### src/rtl/fir_pkg.sv
// Shared constants for the time-multiplexed FIR engine: default sizes,
// FSM state encodings and the full-precision output width derivation.
package fir_pkg;

  localparam int FIR_TAPS_DEF   = 16;
  localparam int FIR_DWIDTH_DEF = 16;
  localparam int FIR_CWIDTH_DEF = 16;

  localparam logic [1:0] FIR_IDLE = 2'd0;
  localparam logic [1:0] FIR_LOAD = 2'd1;
  localparam logic [1:0] FIR_MAC  = 2'd2;
  localparam logic [1:0] FIR_OUT  = 2'd3;

  // Product width plus enough guard bits to sum TAPS products without overflow.
  function automatic int fir_owidth(input int dw, input int cw, input int taps);
    return dw + cw + $clog2(taps);
  endfunction

endpackage

### src/rtl/fir_coef_bank.sv
// TAPS x CWIDTH coefficient register file: async reset to zero, gated write
// port with address range check, combinational read on the tap index.
module fir_coef_bank
  import fir_pkg::*;
#(
  parameter int TAPS   = FIR_TAPS_DEF,
  parameter int CWIDTH = FIR_CWIDTH_DEF,
  parameter int AW     = $clog2(TAPS)
) (
  input  logic              clk,
  input  logic              rst,
  input  logic              i_we,
  input  logic [AW-1:0]     i_addr,
  input  logic [CWIDTH-1:0] i_din,
  input  logic [AW-1:0]     i_rd_addr,
  output logic [CWIDTH-1:0] o_rd_data
);

  logic [CWIDTH-1:0] r_coef [TAPS];
  logic              w_wr_ok;

  // Out-of-range writes are silently dropped; only matters when TAPS is not a power of two.
  assign w_wr_ok = i_we && ({1'b0, i_addr} < (AW+1)'(TAPS));

  always_ff @(posedge clk or posedge rst) begin
    if (rst) begin
      for (int i = 0; i < TAPS; i++) begin
        r_coef[i] <= '0;
      end
    end else if (w_wr_ok) begin
      r_coef[i_addr] <= i_din;
    end
  end

  assign o_rd_data = r_coef[i_rd_addr];

endmodule

### src/rtl/fir_mac_engine.sv
// FIR core fed from a registered-output FIFO: one sample per pass, one shared
// multiplier stepping over TAPS cycles, result held on a valid/ready port.
module fir_mac_engine
  import fir_pkg::*;
#(
  parameter int TAPS   = FIR_TAPS_DEF,
  parameter int DWIDTH = FIR_DWIDTH_DEF,
  parameter int CWIDTH = FIR_CWIDTH_DEF,
  parameter int OWIDTH = fir_owidth(DWIDTH, CWIDTH, TAPS)
) (
  input  logic                    clk,
  input  logic                    rst,
  input  logic                    fifo_empty,
  output logic                    fifo_rd_en,
  input  logic [DWIDTH-1:0]       fifo_dout,
  input  logic                    coef_we,
  input  logic [$clog2(TAPS)-1:0] coef_addr,
  input  logic [CWIDTH-1:0]       coef_din,
  output logic [OWIDTH-1:0]       y_data,
  output logic                    y_valid,
  input  logic                    y_ready,
  output logic                    busy,
  output logic [1:0]              dbg_state
);

  // Output handshake: y_data is transferred on a rising edge where y_valid and
  // y_ready are both high; y_valid and y_data hold until that edge.
  localparam int AW = $clog2(TAPS);
  localparam int PW = DWIDTH + CWIDTH;

  logic [1:0]               r_state;
  logic signed [DWIDTH-1:0] r_x [TAPS];
  logic signed [OWIDTH-1:0] r_acc;
  logic signed [OWIDTH-1:0] r_y_data;
  logic [AW-1:0]            r_k;

  logic [CWIDTH-1:0]        w_coef;
  logic signed [PW-1:0]     w_prod;
  logic signed [OWIDTH-1:0] w_prod_ext;
  logic signed [OWIDTH-1:0] w_acc_next;
  logic                     w_last;
  logic                     w_coef_we;

  assign busy       = (r_state != FIR_IDLE);
  assign y_valid    = (r_state == FIR_OUT);
  assign y_data     = r_y_data;
  assign dbg_state  = r_state;
  assign fifo_rd_en = !rst && (r_state == FIR_IDLE) && !fifo_empty;
  assign w_coef_we  = coef_we && !busy;

  fir_coef_bank #(
    .TAPS   (TAPS),
    .CWIDTH (CWIDTH),
    .AW     (AW)
  ) u_coef_bank (
    .clk       (clk),
    .rst       (rst),
    .i_we      (w_coef_we),
    .i_addr    (coef_addr),
    .i_din     (coef_din),
    .i_rd_addr (r_k),
    .o_rd_data (w_coef)
  );

  assign w_prod     = r_x[r_k] * $signed(w_coef);
  assign w_prod_ext = {{(OWIDTH-PW){w_prod[PW-1]}}, w_prod};
  assign w_acc_next = r_acc + w_prod_ext;
  assign w_last     = (r_k == AW'(TAPS-1));

  always_ff @(posedge clk or posedge rst) begin
    if (rst) begin
      r_state  <= FIR_IDLE;
      r_acc    <= '0;
      r_y_data <= '0;
      r_k      <= '0;
      for (int i = 0; i < TAPS; i++) begin
        r_x[i] <= '0;
      end
    end else begin
      case (r_state)
        FIR_IDLE: begin
          if (fifo_rd_en) begin
            r_state <= FIR_LOAD;
          end
        end
        FIR_LOAD: begin
          // FIFO data is registered, so it is valid in the cycle after the read.
          r_x[0] <= $signed(fifo_dout);
          for (int i = 1; i < TAPS; i++) begin
            r_x[i] <= r_x[i-1];
          end
          r_acc   <= '0;
          r_k     <= '0;
          r_state <= FIR_MAC;
        end
        FIR_MAC: begin
          r_acc <= w_acc_next;
          r_k   <= r_k + AW'(1);
          if (w_last) begin
            r_y_data <= w_acc_next;
            r_state  <= FIR_OUT;
          end
        end
        FIR_OUT: begin
          if (y_ready) begin
            r_state <= FIR_IDLE;
          end
        end
        default: r_state <= FIR_IDLE;
      endcase
    end
  end

endmodule
### config.mk
export PLATFORM = sky130hd
export DESIGN_NAME = fir_mac_engine
export DESIGN_NICKNAME = d
export VERILOG_FILES = /design/src/rtl/fir_pkg.sv /design/src/rtl/fir_coef_bank.sv /design/src/rtl/fir_mac_engine.sv
export SDC_FILE = /design/constraint.sdc
export NUM_CORES = 2
export LEC_CHECK = 0
export ABC_AREA = 0
export BUFFER_PORTS_ARGS = -buffer_cell sky130_fd_sc_hd__buf_4
export CORE_MARGIN = 2
export CORE_UTILIZATION = 64
export DETAILED_ROUTE_END_ITERATION = 7
export PLACE_DENSITY = 0.88
export SETUP_SLACK_MARGIN = 0.4
export SLEW_MARGIN = 30
export SYNTH_ARGS = -nofsm -noshare
export SYNTH_HDL_FRONTEND = slang
export SYNTH_SLANG_ARGS = --single-unit
### constraint.sdc
create_clock -name clk -period 22.4 [get_ports clk]
set_input_delay 0 -clock clk [delete_from_list [all_inputs] [get_ports clk]]
set_output_delay 0 -clock clk [all_outputs]
set_load 0.01 [all_outputs]
==> results_dict.tcl <==
set metrics [dict create \
    status "finished, final reports clean" \
    num_rows 88 \
    fmax_mhz 99.3 \
    yosysUniqueCellTypes 55 \
    grt_max_degree 208 \
    tns_ps 0 \
    cp-start-kind "register" \
    fin_nets 3451 \
    placed_cell_area_um2 38700 \
    worst_hold_path_type "in2async" \
    grt_pass1_vias 26203 \
    grt_first_pass_wirelength_um 143000 \
    maxSlewHeadroom_pct 31.9 \
    end_kind "register" \
    antenna_found_initial 2 \
    synth-edff-count 0 \
    ant_nets 0 \
    diodes 0 \
    drt_iter0_drc 2187 \
    finalCritPeriodShare_pct 44.9 \
    syn_area_per_cell_um2 12.8 \
    coreArea_um2 57700 \
    clock_skew_ps 24.1 \
    crit_type "reg2reg" \
    drive_gt1_share_pct 30.6 \
    clock_latency_ps 630 \
    cts_tree "built" \
    critPathRequiredTime_ps 22920 \
    cts_sinks 590 \
    synthArstFlopShare_pct 100 \
    gp_congestion 0.920 \
    place.port_buffers 81 \
    yosys.area.top_type "dfrtp_1" \
    dp_hpwl_um 60500 \
    grt_setup_unrepaired "no" \
    final_cell_mix "dfrtp_1, mux2_2, inv_1" \
    syn-num-nets 3382 \
    htreeDepth 2 \
    clockBufferDepth 3 \
    syn_area_um2 37400 \
    setup_viol 0 \
    synth_seq_cells 590 \
    setup_slack_ps 12330 \
    slew_violations 0 \
    grtUsageTotal_pct 30.6 \
    dr.pass1.iters 5 \
    cts.clk_slew.worst_paths_ps 60 \
    initial_core_util_pct 64.8 \
    drc_errors 0 \
    die_w_um 246 \
    layout_commonest_cell "dfrtp_1" \
    pin_count 82 \
    syn_to_final_growth_pct 10.5 \
    numCtsBuffers 61 \
    place_ws_ps 12330 \
    synthTopCellsByArea "dfrtp_1, fa_1, mux2_2" \
    worst_pin_slew_ps 1010 \
    die-height_um 246 \
    num_vias 23638 \
    routed_wl_um 88700 \
    design_area_um2 41300 \
    fill_cells 3553 \
    grt_overflow 0 \
    yosysWarnings 0 \
    min_period_ps 10070 \
    synthCells 2914 \
    worstPathMaxFanout 43 \
    dieArea_um2 60400 \
    synth_flop_cell "dfrtp_1" \
    synth_top_cell_area_share_pct 39.5 \
    root_buffer "clkbuf_16" \
    hold_viol 0 \
    wire_per_inst_um 23.4 \
    maxCapViolCount 0 \
    cp_data_arrival_time_ps 10580 \
    avgViaCountPerCell 6.22 \
    ys_seq_area_share_pct 39.5 \
]
==> layer usage <==
| layer | vias to the layer above | track usage (%) | part of all wire, % |
|---|---|---|---|
| met1 | 12510 | 39.8 | 39 |
| met4 | 4 | 12.3 | 3.8 |
| met3 | 255 | 5.11 | 6.1 |
| met5 | - | 0 | 0.037 |
| met2 | 902 | 51.8 | 51 |
| li1 | 9967 | - | - |
==> critical path: stages, from the launching register on <==
cell,delay [ps]
dfrtp_4,700
buf_16,290
buf_4,650
buf_4,830
mux4_2,610
mux2_2,290
o21ai_2,670
nor2_1,160
inv_1,120
fa_1,480
fa_1,810
fa_1,510
inv_1,90
fa_1,410
fa_1,510
inv_1,60
fa_1,470
inv_1,40
ha_1,350
and3_1,210
o21a_1,130
o311a_1,370
o21ai_0,200
a21boi_1,240
o211ai_1,140
and3_1,220
o32ai_1,310
==> registers in the layout, summed over array words and instances (netlist names) <==
signal and count:
y_data 36, dbg_state 2, r_x 256, u_coef_bank.r_coef 256, r_acc 36, r_k 4
==> what timing repair did <==
item	4_1_cts	5_1_grt
hold buffers	36	0
buffers inserted	0	0
resized for setup	0	0
hold endpoints to repair	395	0
==> final cells by class <==
class,count,area (um2),share of cell area (%)
clock inverters,28,388,0.939
multi-input cells,1802,20600,50.0
well taps,765,957,2.32
repair buffers,159,1420,3.43
clock buffers,86,1740,4.21
inverters,369,1400,3.38
flip-flops and latches,590,14800,35.8
==> per-stage QoR <==
step | hold slack [ps] | util, % | instances
floorplan | 54.5 | - | 2914
global placement | 232 | 67.0 | 3644
detailed placement | 237 | 67.1 | 3645
CTS | 39.4 | 71.4 | 3795
global route | 59.6 | 71.6 | 3799
finish | 55.7 | 71.6 | 3799
==> synthesized netlist by cell type (27+ instances only) <==
| cell type | count |
|---|---|
| o2bb2ai_1 | 30 |
| clkbuf_1 | 108 |
| inv_1 | 367 |
| fa_1 | 314 |
| ha_1 | 113 |
| a21oi_1 | 27 |
| dfrtp_1 | 590 |
| nor2_1 | 170 |
| o21ai_0 | 59 |
| mux2_2 | 538 |
| mux4_2 | 136 |
| nand2_1 | 176 |
==> cell families (layout without fill, tap and decap cells) <==
logic type | Yosys count | after routing | share of synthesized area [%]
buf+inv | 522 | 642 | 5.49
simple gates | 429 | 429 | 4.81
flops | 590 | 590 | 39.5
xor+xnor | 37 | 37 | 0.867
mux | 698 | 698 | 25.0
compound gates | 211 | 211 | 3.74
fa+ha+maj | 427 | 427 | 20.6
==> worst paths after layout <==
| path | from | to | slack [ps] | cells after the start |
|---|---|---|---|---|
| setup / recovery | r_k[0]$_DFFE_PP0P_ | r_acc[32]$_DFFE_PP0P_ | 12330 | 26 |
| hold / removal | rst | r_acc[10]$_DFFE_PP0P_ | 60 | 3 |
| setup reg to reg | r_k[0]$_DFFE_PP0P_ | r_acc[32]$_DFFE_PP0P_ | 12330 | 26 |
| hold reg to reg | y_data[4]$_DFFE_PP0P_ | y_data[4]$_DFFE_PP0P_ | 480 | 2 |
| max in group asynchronous | rst | u_coef_bank.r_coef[119]$_DFFE_PP0P_ | 20200 | 6 |
| min in group clk | coef_addr[2] | u_coef_bank.r_coef[204]$_DFFE_PP0P_ | 70 | 4 |
Power is not shown: default switching activity piles up to over one toggle a cycle in this logic, so the estimate is an artifact.
